**config.mk**
```make
export PLATFORM = sky130hd
export DESIGN_NAME = pfc_boost_ctrl
export DESIGN_NICKNAME = d
export VERILOG_FILES = /design/src/rtl/pfc_boost_ctrl.sv
export SDC_FILE = /design/constraint.sdc
export NUM_CORES = 1
export LEC_CHECK = 0
export ABC_AREA = 1
export CORE_UTILIZATION = 35
export DETAILED_ROUTE_END_ITERATION = 10
export PLACE_DENSITY = 0.69
export SYNTH_ARGS = -nofsm -noshare
export SYNTH_HDL_FRONTEND = slang
export SYNTH_SLANG_ARGS = --single-unit
```
**constraint.sdc**
```tcl
create_clock -name clk -period 6.84 [get_ports clk]
set_input_delay 0.684 -clock clk [delete_from_list [all_inputs] [get_ports clk]]
set_output_delay 0.684 -clock clk [all_outputs]
set_load 0.1 [all_outputs]
```
**src/rtl/pfc_boost_ctrl.sv**
```systemverilog
// pfc_boost_ctrl: boost PFC stage controller.
// A free-running PWM counter drives a registered gate output. The duty comes
// from the latched output-voltage error, optionally plus input-voltage
// feedforward, and is ramped in by a soft-start limit. An overvoltage sample
// latches a fault that only an explicit clear can release.
// Build option: define PFC_FEEDFORWARD_EN to compile in vin feedforward.
//
// state      | meaning
// -----------+------------------------------------------------------
// IDLE  (0)  | gate off, duty 0, waiting for en
// SOFTSTART  | duty = min(cmd, limit); limit ramps by SS_STEP per period
// RUN   (2)  | duty = cmd, refreshed at every period end
// FAULT (3)  | overvoltage seen; gate off until fault_clr with safe vout
module pfc_boost_ctrl #(
    parameter int ADC_W      = 24,
    parameter int PWM_W      = 8,
    parameter int PWM_PERIOD = 200,
    parameter int V_TARGET   = 10066329,
    parameter int V_OVP      = 11744051,
    parameter int DUTY_BASE  = 80,
    parameter int DUTY_MAX   = 180,
    parameter int ERR_SHIFT  = 16,
    parameter int FF_SHIFT   = 17,
    parameter int SS_STEP    = 4
) (
    input  logic             clk,
    input  logic             rst_n,
    input  logic             en,
    input  logic             fault_clr,
    input  logic             sample_valid,
    input  logic [ADC_W-1:0] vin_sense,
    input  logic [ADC_W-1:0] vout_sense,
    output logic             pfc_drv,
    output logic [PWM_W-1:0] duty,
    output logic             pwm_sync,
    output logic [1:0]       state,
    output logic             fault_ovp
);

    typedef enum logic [1:0] {
        ST_IDLE      = 2'd0,
        ST_SOFTSTART = 2'd1,
        ST_RUN       = 2'd2,
        ST_FAULT     = 2'd3
    } state_t;

    localparam logic [PWM_W-1:0] LP_CNT_LAST   = PWM_W'(PWM_PERIOD - 1);
    localparam logic [ADC_W-1:0] LP_V_TARGET   = ADC_W'(V_TARGET);
    localparam logic [ADC_W-1:0] LP_V_OVP      = ADC_W'(V_OVP);
    localparam logic [ADC_W:0]   LP_BASE_WIDE  = (ADC_W + 1)'(DUTY_BASE);
    localparam logic [ADC_W:0]   LP_MAX_WIDE   = (ADC_W + 1)'(DUTY_MAX);
    localparam logic [PWM_W-1:0] LP_DUTY_MAX   = PWM_W'(DUTY_MAX);
    localparam logic [PWM_W:0]   LP_LIM_MAX_W  = (PWM_W + 1)'(DUTY_MAX);
    localparam logic [PWM_W:0]   LP_SS_STEP_W  = (PWM_W + 1)'(SS_STEP);

    state_t           r_state;
    state_t           w_state_nxt;
    logic [PWM_W-1:0] r_cnt;
    logic [PWM_W-1:0] r_duty;
    logic [PWM_W-1:0] r_lim;
    logic             r_drv;
    logic             r_sync;
    logic             r_fault;
    logic [ADC_W-1:0] r_vout_l;

    logic             w_period_end;
    logic [PWM_W-1:0] w_cnt_nxt;
    logic             w_ovp;
    logic [ADC_W-1:0] w_err;
    logic [ADC_W-1:0] w_ff;
    logic [ADC_W:0]   w_sum;
    logic [PWM_W-1:0] w_cmd;
    logic [PWM_W:0]   w_lim_sum;
    logic [PWM_W-1:0] w_lim_step;
    logic             w_ss_done;
    logic             w_active_nxt;
    logic [PWM_W-1:0] w_duty_nxt;
    logic [PWM_W-1:0] w_lim_nxt;
    logic             w_drv_nxt;

    assign w_period_end = (r_cnt == LP_CNT_LAST);
    assign w_cnt_nxt    = w_period_end ? '0 : r_cnt + PWM_W'(1);
    // Trip on the raw sample so the fault lands on the very next edge.
    assign w_ovp        = sample_valid && (vout_sense >= LP_V_OVP);

    assign w_err = (r_vout_l < LP_V_TARGET) ? ((LP_V_TARGET - r_vout_l) >> ERR_SHIFT) : '0;

`ifdef PFC_FEEDFORWARD_EN
    logic [ADC_W-1:0] r_vin_l;

    // Input sample latch, only needed when feedforward is built in.
    always_ff @(posedge clk or negedge rst_n) begin
        if (!rst_n)            r_vin_l <= '0;
        else if (sample_valid) r_vin_l <= vin_sense;
    end

    assign w_ff = (r_vin_l < LP_V_TARGET) ? ((LP_V_TARGET - r_vin_l) >> FF_SHIFT) : '0;
`else
    logic w_unused_vin;
    assign w_unused_vin = ^{vin_sense, 32'(FF_SHIFT)};
    assign w_ff         = '0;
`endif

    assign w_sum = {1'b0, w_err} + {1'b0, w_ff} + LP_BASE_WIDE;
    assign w_cmd = (w_sum > LP_MAX_WIDE) ? LP_DUTY_MAX : w_sum[PWM_W-1:0];

    // Next soft-start limit, saturating at DUTY_MAX; reaching it ends the ramp.
    assign w_lim_sum  = {1'b0, r_lim} + LP_SS_STEP_W;
    assign w_lim_step = (w_lim_sum >= LP_LIM_MAX_W) ? LP_DUTY_MAX : w_lim_sum[PWM_W-1:0];
    assign w_ss_done  = (w_lim_step == LP_DUTY_MAX);

    // State register.
    always_ff @(posedge clk or negedge rst_n) begin
        if (!rst_n) r_state <= ST_IDLE;
        else        r_state <= w_state_nxt;
    end

    // Next-state logic; overvoltage overrides every other request.
    always_comb begin
        w_state_nxt = r_state;
        if (w_ovp) begin
            w_state_nxt = ST_FAULT;
        end else begin
            case (r_state)
                ST_IDLE:      if (en) w_state_nxt = ST_SOFTSTART;
                ST_SOFTSTART: begin
                    if (!en)                           w_state_nxt = ST_IDLE;
                    else if (w_period_end && w_ss_done) w_state_nxt = ST_RUN;
                end
                ST_RUN:       if (!en) w_state_nxt = ST_IDLE;
                ST_FAULT:     if (fault_clr && (r_vout_l < LP_V_OVP)) w_state_nxt = ST_IDLE;
                default:      w_state_nxt = ST_IDLE;
            endcase
        end
    end

    // Output decode: duty/limit/gate values for the coming cycle.
    always_comb begin
        w_active_nxt = (w_state_nxt == ST_SOFTSTART) || (w_state_nxt == ST_RUN);

        w_duty_nxt = r_duty;
        if (!w_active_nxt) begin
            w_duty_nxt = '0;
        end else if (w_period_end && (r_state != ST_IDLE)) begin
            // Entering from IDLE keeps duty 0 until the first full period ends.
            if (w_state_nxt == ST_RUN)  w_duty_nxt = w_cmd;
            else if (w_cmd < w_lim_step) w_duty_nxt = w_cmd;
            else                         w_duty_nxt = w_lim_step;
        end

        w_lim_nxt = r_lim;
        if (!w_active_nxt || (r_state == ST_IDLE))            w_lim_nxt = '0;
        else if ((r_state == ST_SOFTSTART) && w_period_end)   w_lim_nxt = w_lim_step;

        // Compare against next-cycle counter so the gate lines up with r_cnt.
        w_drv_nxt = w_active_nxt && (w_cnt_nxt < w_duty_nxt);
    end

    // PWM counter, datapath registers and sample latch.
    always_ff @(posedge clk or negedge rst_n) begin
        if (!rst_n) begin
            r_cnt    <= '0;
            r_duty   <= '0;
            r_lim    <= '0;
            r_drv    <= 1'b0;
            r_sync   <= 1'b0;
            r_fault  <= 1'b0;
            r_vout_l <= '0;
        end else begin
            r_cnt   <= w_cnt_nxt;
            r_duty  <= w_duty_nxt;
            r_lim   <= w_lim_nxt;
            r_drv   <= w_drv_nxt;
            r_sync  <= w_period_end;
            r_fault <= (w_state_nxt == ST_FAULT);
            if (sample_valid) r_vout_l <= vout_sense;
        end
    end

    assign pfc_drv   = r_drv;
    assign duty      = r_duty;
    assign pwm_sync  = r_sync;
    assign state     = r_state;
    assign fault_ovp = r_fault;

endmodule

```
==> results of run 1 <==
-- flip-flops by register name, indices dropped and copies added (netlist names) --
register	count
duty	8
fault_ovp	1
pfc_drv	1
pwm_sync	1
r_cnt	8
r_lim	8
r_vout_l	24
state	2
-- final cells by class --
type                       count  area [µm²]  share of cell area
multi-input combinational    367        1920               0.447
inverter                      91         347              0.0805
clock buffer                   6        82.6              0.0192
timing repair buffer          43         420              0.0977
tap                          133         166              0.0387
clock inverter                 2        37.5             0.00872
sequential                    53        1330               0.308
-- power by group --
group	switching (W)	leakage, nW	total (W)	internal (W)
Clock	0.000108	0.0574	0.000227	0.000119
Combinational	0.000244	1.37	0.000346	0.000102
Sequential	0.0000228	0.677	0.000357	0.000334
Total	0.000375	2.10	0.000930	0.000555
-- through the flow --
| stage | instance area [µm²] | cells |
|---|---|---|
| after floorplan | 3630 | 518 |
| after detailed placement | 4180 | 687 |
| after CTS | 4300 | 695 |
| after global routing | 4300 | 695 |
| after global placement | 4180 | 687 |
| final | 4300 | 695 |
-- cells in the mapped netlist --
library cell | instances | area share
nand2_1 | 123 | 0.13
inv_1 | 82 | 0.085
nor2_1 | 57 | 0.059
dfrtp_1 | 53 | 0.37
o21ai_0 | 37 | 0.051
nand3_1 | 31 | 0.043
a21oi_1 | 21 | 0.029
ha_1 | 21 | 0.072
inv_2 | 8 | 0.0083
nand2_2 | 8 | 0.014
nor2_2 | 8 | 0.014
nor3_1 | 8 | 0.011
nand4_1 | 7 | 0.012
clkbuf_1 | 5 | 0.0052
o21ai_1 | 5 | 0.0069
o22ai_1 | 5 | 0.0086
xor2_1 | 5 | 0.012
nand3_2 | 4 | 0.011
o211ai_1 | 4 | 0.0083
or2_2 | 4 | 0.0069
a31oi_1 | 3 | 0.0052
a21oi_2 | 2 | 0.0048
a311oi_1 | 2 | 0.0048
o311ai_0 | 2 | 0.0048
a211o_1 | 1 | 0.0024
a311o_1 | 1 | 0.0028
and2_1 | 1 | 0.0017
and3_1 | 1 | 0.0017
buf_6 | 1 | 0.0031
clkbuf_2 | 1 | 0.0014
clkinv_4 | 1 | 0.0024
mux2_2 | 1 | 0.0031
nand2_4 | 1 | 0.0031
nand4_2 | 1 | 0.0034
nor4_1 | 1 | 0.0017
o21a_1 | 1 | 0.0021
o221ai_1 | 1 | 0.0024
-- worst paths after layout --
kind	startpoint	endpoint	slack, ns	depth (start not counted)
worst max register to register	r_vout_l[19]	pfc_drv	2.51	33
worst min register to register	r_cnt[0]	r_cnt[0]	0.48	1
worst min-delay path	rst_n	r_vout_l[5]	0.48	2
min in group clk	r_cnt[0]	r_cnt[0]	0.48	1
max in group asynchronous	rst_n	duty[2]	5.92	2
worst max-delay path	vout_sense[1]	pfc_drv	2.50	18
-- cell families after synthesis --
logic type                 share of synthesized area
and+or+nand+nor                                0.309
buffers and inverters                          0.105
AOI/OAI and AO/OA                              0.133
DFF                                            0.365
adders and majority gates                     0.0724
xor gates and xnor gates                      0.0121
muxes                                        0.00310
-- metal layers --
layer	part of all wire	up-vias	wire (µm)
met2	0.47	75	3980
met4	0.011	0	95
met1	0.47	1571	3940
met5	0	-	0
li1	-	1747	-
met3	0.043	9	358
==> results by group, run 1 <==
Global routing
  – Global-route wire length before repair: 14900 µm
  – Vias in the first global route: 3436
  – Largest net degree at the start of global routing: 54
  – Met2 usage: 0.281
  – GR Util met3: 0.0232
  – Total Routing Usage GR: 0.165
  – Total grt overflow: 0
  – Antenna violations before repair: 0
  – GRT busiest layer: met2
  – Met1 global-route usage: 0.220

Routing
  – Number of remaining DRC errors: 0
  – Initial drt markers: 183
  – Vias: 3402
  – WL/cell: 12.1 µm
  – DR pass1 iterations: 4
  – Routed WL: 8380 µm
  – Via/cell ratio: 4.89
  – ANT nets after route: 0

STA
  – Worst Max-Slew Pin Slew: 0.985 ns
  – Final hold slack: 0.481 ns
  – Unrepaired setup endpoints after global routing: no
  – Setup violators final: 0
  – Slew Viols, Final: 0
  – Worst slew margin: 0.337
  – Worst clock skew: 0.0117 ns
  – Setup TNS: 0 ns
  – Maximum clock frequency: 0.230 GHz
  – Fin. Hold Viols: 0
  – Tcrit/Tclk final: 0.635
  – Final setup slack of the worst path: 2.50 ns
  – Crit path time final: 4.34 ns

Critical path
  – Critical path data required time: 7.08 ns
  – Startpoint Class: input pin
  – Worst-path cell chain: clkdlybuf4s50_1, a211o_1, a311o_1, a311oi_1, nor2_1, o311ai_0, nand2_1, a21oi_1, nand3_1, ha_1, inv_1, o21ai_0, a31oi_1, inv_1, ha_1, nand3_1, nand4_1, a21oi_2
  – Crit. End Element: flip-flop
  – Delay-heaviest family, CP: compound AO/OA/AOI/OAI gates
  – Peak fanout along the critical path: 7
  – WP buf/inv: 3
  – Worst setup path class: in2reg
  – Worst path slowest cell: clkdlybuf4s50_1
  – Largest stage delay on the critical path: 0.42 ns
  – Critical path arrival: 4.58 ns

Job
  – Max-Cap Viols: 0

Die
  – Starting density of the core: 0.366
  – Core Region: 9910 µm²
  – Io pins: 66
  – Die area: 10800 µm²
  – Num rows: 36
  – Die height: 104 µm
  – Die X: 104 µm

Clocking
  – CTS tree: yes
  – Post-CTS Hold Buffers: 0
  – Post-CTS Setup Bufs: 0
  – CTS Buf Count: 5
  – CTS max path bufs: 2
  – CTS root buf: clkbuf_8
  – Worst-path clk slew: 0.10 ns
  – Sink Count: 53
  – Worst-Skew Late Latency: 0.31 ns
  – PostCTS Resize Cnt: 0
  – Htree depth: 2

Pwr
  – Pwr/cell area: 216 nW/µm²
  – Total power: 0.000930 W
  – Peak supply drop: 0.000331 V
  – Leakage: 2.10 nW

Finish
  – Fill cells: 1022
  – Most frequent cells in the layout: 123 x nand2_1, 82 x inv_1, 57 x nor2_1
  – ANT cells: 0
  – Finished Core Util: 0.434
  – Share of layout cells above drive strength 1: 0.0872
  – P&R area growth vs syn: 18.5%
  – Most common cell after layout, fill and taps aside: nand2_1
  – Final nets: 635

Yosys
  – Syn Inst Count: 518
  – Syn Std Cell Area: 3630 µm²
  – Synth unique cells: 37
  – Syn nets: 592
  – Yosys warnings: 0
  – Avg Inst Size Synth: 7.01 µm²
  – #FFs+latches synth: 53
  – Seq/Total Area, Yosys: 0.365

Placed design
  – HPWL after DPL: 6770 µm
  – Post-Place Setup Slack: 2.17 ns
  – # port buffers: 41
  – Gpl congestion: 0.895

Hold path
  – Type of the most critical hold path: in2async

Status
  – Status: finished, final reports clean
No activity file was read; power rests on OpenSTA's default activity.
==> run 2: changes to the inputs <==
PLACE_DENSITY = 0.71   (was 0.69)
clock period = 3.8 ns   (was 6.84 ns; I/O delays follow)
==> run 2 against run 1 <==
  * Sequential share of layout area down 6.3 points
  * Core utilization up 11 points
  * Largest cell class unchanged
  * Critical path depth up 19
  * The run now ends with negative setup slack left
  * Clock skew down 0.0045 ns
  * Final cell count up 14%
  * Register-to-register slack worse by 2.9 ns
  * Clock power up 48%
  * Worst setup slack worse by 2.8 ns
  * Highest routed layer unchanged
  * Combinational power rose to 3.0 times the previous value
  * Sequential power up 78%
  * Worst hold slack worse by 0.32 ns
  * Largest power group is now combinational logic
==> results by group, run 2 (synthesized netlist as in run 1, its figures left out) <==
Status
  – Status: complete, but fails checks
  – Failing checks: negative setup slack

Finish
  – Finished Core Util: 0.546
  – P&R area growth vs syn: 49.0%
  – Most common cell after layout, fill and taps aside: buf_4
  – Most frequent cells in the layout: 97 x buf_4, 96 x nand2_1, 70 x inv_1
  – Fill cells: 893
  – Top reg by flops: r_vout_l
  – Share of layout cells above drive strength 1: 0.350
  – ANT cells: 0
  – Multi-input logic area: 2320 µm²
  – Max reg flops: 24
  – Final nets: 733
  – Sequential cell area: 1330 µm²

STA
  – Worst Max-Slew Pin Slew: 0.986 ns
  – Unrepaired setup endpoints after global routing: yes
  – Final setup slack of the worst path: -0.348 ns
  – Crit path time final: 4.15 ns
  – Setup violators final: 2
  – Fin. Hold Viols: 0
  – Worst slew margin: 0.341
  – Tcrit/Tclk final: 1.09
  – Slew Viols, Final: 0
  – Maximum clock frequency: 0.241 GHz
  – Worst clock skew: 0.00722 ns
  – Final hold slack: 0.157 ns

Critical path
  – Worst reg-to-reg setup slack: -0.35 ns
  – Critical path data required time: 4.06 ns
  – Worst setup path class: reg2reg
  – Reg2Reg Depth: 37
  – Largest stage delay on the critical path: 0.38 ns
  – Critical path arrival: 4.41 ns
  – R2R Path Start: r_vout_l[1]
  – Startpoint Class: flip-flop
  – Worst path slowest cell: dfrtp_1
  – Reg-to-reg endpoint: pfc_drv
  – Peak fanout along the critical path: 7
  – Crit. End Element: flip-flop
  – Most used cell along the critical path: nand2_2

Job
  – Max-Cap Viols: 0

Clocking
  – Worst-Skew Late Latency: 0.32 ns
  – Post-CTS Hold Buffers: 0
  – Htree depth: 2
  – CTS Buf Count: 5
  – Worst-path clk slew: 0.11 ns
  – Sink Count: 53
  – CTS root buf: clkbuf_8
  – CTS tree: yes
  – CTS max path bufs: 2

Pwr
  – Peak supply drop: 0.000420 V
  – Leakage: 2.59 nW
  – Pwr/cell area: 370 nW/µm²

Routing
  – Routed WL: 10800 µm
  – Vias: 4001
  – DR pass1 iterations: 5
  – WL/cell: 13.7 µm
  – ANT nets after route: 0
  – Initial drt markers: 315
  – Number of remaining DRC errors: 0
  – Via/cell ratio: 5.05

Global routing
  – Vias in the first global route: 3793
  – Total grt overflow: 0
  – Antenna violations before repair: 0
  – Total Routing Usage GR: 0.187
  – Global-route wire length before repair: 16600 µm
  – Largest net degree at the start of global routing: 54

Die
  – Io pins: 66
  – Num rows: 36
  – Starting density of the core: 0.366
  – Core Region: 9910 µm²
  – Die X: 104 µm
  – Die height: 104 µm
  – Die area: 10800 µm²

Placed design
  – HPWL after DPL: 7350 µm
  – Gpl congestion: 0.941
  – # port buffers: 41
  – Post-Place Setup Slack: -0.446 ns

Hold path
  – Type of the most critical hold path: in2async
==> run 2: cell count changes in the layout (fill, tap and decap cells not counted), moves of 7 or more <==
| cell | before | now |
|---|---|---|
| nand2_2 | 8 | 31 |
| a21oi_2 | 2 | 10 |
| a21oi_1 | 21 | 11 |
| nor2_2 | 8 | 17 |
| inv_2 | 8 | 18 |
| nand3_1 | 31 | 23 |
| buf_4 | 2 | 97 |
| ha_1 | 21 | 13 |
| inv_1 | 82 | 70 |
| nor2_1 | 57 | 42 |
| nand2_1 | 123 | 96 |
| ha_4 | 0 | 8 |
| nand3_2 | 4 | 11 |
==> run 2: report_power, final <==
group	switching (W)	total (W)	internal, W
registers	0.0000360	0.000637	0.000601
logic	0.000621	0.00103	0.000406
clock network	0.000206	0.000337	0.000131
==> run 2: worst max path at each step <==
| stage | to | start | slack [ns] |
|---|---|---|---|
| after floorplan | pfc_drv | r_vout_l[10] | 0.09 |
| after global placement | pfc_drv | r_vout_l[8] | -0.21 |
| after detailed placement | pfc_drv | vout_sense[1] | -0.45 |
| after CTS | pfc_drv | r_vout_l[4] | -0.25 |
| after global routing | duty[7] | r_vout_l[1] | -0.56 |
| final | pfc_drv | r_vout_l[1] | -0.35 |
==> run 2: critical path: cells and delay by family, from the launching register on <==
family	cells	cell delay, ns
AND/OR/NAND/NOR	25	2.18
adder cells (fa/ha/maj)	3	0.66
AO/OA/AOI/OAI	4	0.55
flip-flops	1	0.38
buffers and inverters	5	0.29
==> run 2: metal layers <==
layer / vias to the layer above / part of all wire / global-route usage
met5: - / 0 / 0
met4: 0 / 0.028 / 0.0612
li1: 1951 / - / -
met3: 26 / 0.050 / 0.0301
met2: 138 / 0.50 / 0.324
met1: 1886 / 0.42 / 0.237
==> run 2: what timing repair did <==
action	CTS	global route
buffers inserted	22	7
endpoints found under the hold margin	0	0
cloned	1	0
pin swaps	12	56
resized for setup	16	90
setup endpoints to repair	1	7
==> run 2: cell type report <==
cell class,instances,share of cell area
clock buffer,5,0.0127
clock inverter,3,0.00393
inverter,91,0.0650
multi-input combinational,368,0.429
sequential,53,0.245
tap,133,0.0308
timing repair buffer,140,0.214
==> run 2: stage by stage <==
step	total power [W]	instance area, µm²	std cells	setup TNS, ns
finish	0.00200	5410	793	-0.693
global route	0.00211	5410	793	-1.38
CTS	0.00185	5000	787	-0.482
detailed placement	0.00144	4700	756	-0.446
global placement	0.00142	4700	756	-0.214
floorplan	0.00111	3630	518	0
==> run 3: changes to the inputs <==
CORE_MARGIN = 2   (was unset)
==> run 3 against run 2 <==
  * The flow still finishes with violations (negative setup slack)
  * Total power increased by 0.41%
  * Clock skew shrank 0.00081 ns
  * Final area shrank 4.7%
  * Highest routed layer unchanged
  * First-iteration DRC count shrank 33%
  * Routed wire length down 7.1%
  * Worst setup slack improved by 0.094 ns
  * Sequential power is essentially flat
==> results by group, run 3 (synthesized netlist as in run 1, its figures left out) <==
Status
  – Status: complete, but fails checks
  – Failing checks: negative setup slack

Finish
  – Final nets: 716
  – ANT cells: 0
  – Top reg by flops: r_vout_l
  – Share of layout cells above drive strength 1: 0.281
  – P&R area growth vs syn: 42.0%
  – Most frequent cells in the layout: 110 x nand2_1, 82 x buf_4, 76 x inv_1
  – Cell area after layout: 5160 µm²
  – Max reg flops: 24
  – Most common cell after layout, fill and taps aside: nand2_1

Critical path
  – Critical path arrival: 4.31 ns
  – R2R Path Start: r_vout_l[14]
  – Critical path data required time: 4.06 ns
  – Most used cell along the critical path: nand2_1
  – WP buf/inv: 7
  – Worst path slowest cell: dfrtp_1
  – Peak fanout along the critical path: 7
  – Startpoint Class: flip-flop
  – Crit. End Element: flip-flop
  – Delay-heaviest family, CP: simple AND/OR/NAND/NOR gates
  – Largest stage delay on the critical path: 0.42 ns
  – Worst setup path start: r_vout_l[14]
  – Worst setup path class: reg2reg

STA
  – Unrepaired setup endpoints after global routing: yes
  – Fin. Hold Viols: 0
  – Maximum clock frequency: 0.247 GHz
  – Final setup slack of the worst path: -0.255 ns
  – Crit path time final: 4.05 ns
  – Tcrit/Tclk final: 1.07
  – Slew Viols, Final: 0
  – Setup violators final: 1
  – Worst clock skew: 0.00641 ns
  – Worst Max-Slew Pin Slew: 0.982 ns
  – Worst slew margin: 0.344

Die
  – Core Region: 10200 µm²
  – Io pins: 66
  – Num rows: 37
  – Die height: 106 µm
  – Die X: 106 µm
  – Die area: 11200 µm²
  – Starting density of the core: 0.357

Global routing
  – Total Routing Usage GR: 0.183
  – Met2 usage: 0.303
  – Met1 global-route usage: 0.254
  – GRT busiest layer: met2
  – Largest net degree at the start of global routing: 54
  – Global-route wire length before repair: 16900 µm
  – Total grt overflow: 0
  – GR Util met3: 0.0235
  – Antenna violations before repair: 0
  – Vias in the first global route: 3688

Routing
  – DR pass1 iterations: 5
  – Vias: 3810
  – Number of remaining DRC errors: 0
  – Via/cell ratio: 4.89
  – ANT nets after route: 0
  – Initial drt markers: 212
  – Routed WL: 10100 µm
  – WL/cell: 12.9 µm

Clocking
  – Htree depth: 2
  – Worst-path clk slew: 0.11 ns
  – Post-CTS Hold Buffers: 0
  – CTS root buf: clkbuf_8
  – CTS Buf Count: 5
  – CTS max path bufs: 2
  – Sink Count: 53
  – Worst-Skew Late Latency: 0.32 ns
  – CTS tree: yes

Placed design
  – Post-placement cell area: 4710 µm²
  – Gpl congestion: 0.878
  – # port buffers: 41
  – HPWL after DPL: 7720 µm

Hold path
  – Type of the most critical hold path: in2async

Job
  – Max-Cap Viols: 0

Pwr
  – Total power: 0.00201 W
  – Leakage: 2.51 nW
  – Peak supply drop: 0.000498 V
  – Pwr/cell area: 390 nW/µm²
## run 3: power by group
part	switching (W)	internal, W	total, W
sequential	0.0000354	0.000602	0.000637
clock	0.000212	0.000201	0.000413
combinational	0.000575	0.000385	0.000960
total	0.000822	0.00119	0.00201
## run 3: per-layer routing
layer  share of wire  routed length [µm]  up-vias
li1                -                   -     1917
met1            0.47                4700     1802
met2            0.49                4900       73
met3           0.028                 277       18
met4           0.019                 193        0
met5               0                   0        -
## run 3: final timing paths
path	to	slack (ns)	cells after the start
setup / recovery	pfc_drv	-0.25	36
hold / removal	r_vout_l[7]	0.17	2
max in group asynchronous	r_vout_l[17]	3.15	2
setup reg to reg	pfc_drv	-0.25	36
hold reg to reg	r_cnt[0]	0.50	1
min in group clk	r_cnt[0]	0.50	1
## run 3: repair_timing
action / 4_1_cts / 5_1_grt
cloned: 1 / 0
pin swaps: 11 / 31
endpoints found under the setup margin: 1 / 9
setup buffers: 4 / 7
resized for setup: 18 / 47
## run 3: per-stage QoR
step	hold slack, ns	setup TNS, ns	utilization	std cells	worst slack [ns]
after floorplan	0.0844	0	-	518	0.0899
after global placement	0.464	-0.250	0.463	760	-0.250
after detailed placement	0.474	-0.351	0.463	760	-0.351
after CTS	0.198	-0.185	0.484	773	-0.185
after global routing	0.246	-0.919	0.506	779	-0.643
final	0.171	-0.255	0.506	779	-0.255
## run 3: area by class of cell
| cell class | instances | area, µm² |
|---|---|---|
| sequential | 53 | 1330 |
| clock inverter | 3 | 47.5 |
| timing repair buffer | 123 | 1020 |
| multi-input combinational | 368 | 2170 |
| fill | 984 | 5030 |
| tap | 136 | 170 |
| clock buffer | 5 | 68.8 |
| inverter | 91 | 347 |
## run 3: worst register-to-register path: cells and delay by family (launching register included)
kind                       cells  cell delay (ns)
AOI/OAI and AO/OA              6             0.64
adders and majority gates      3             0.82
buffers and inverters          7             0.44
and+or+nand+nor               20             1.68
DFF                            1             0.42
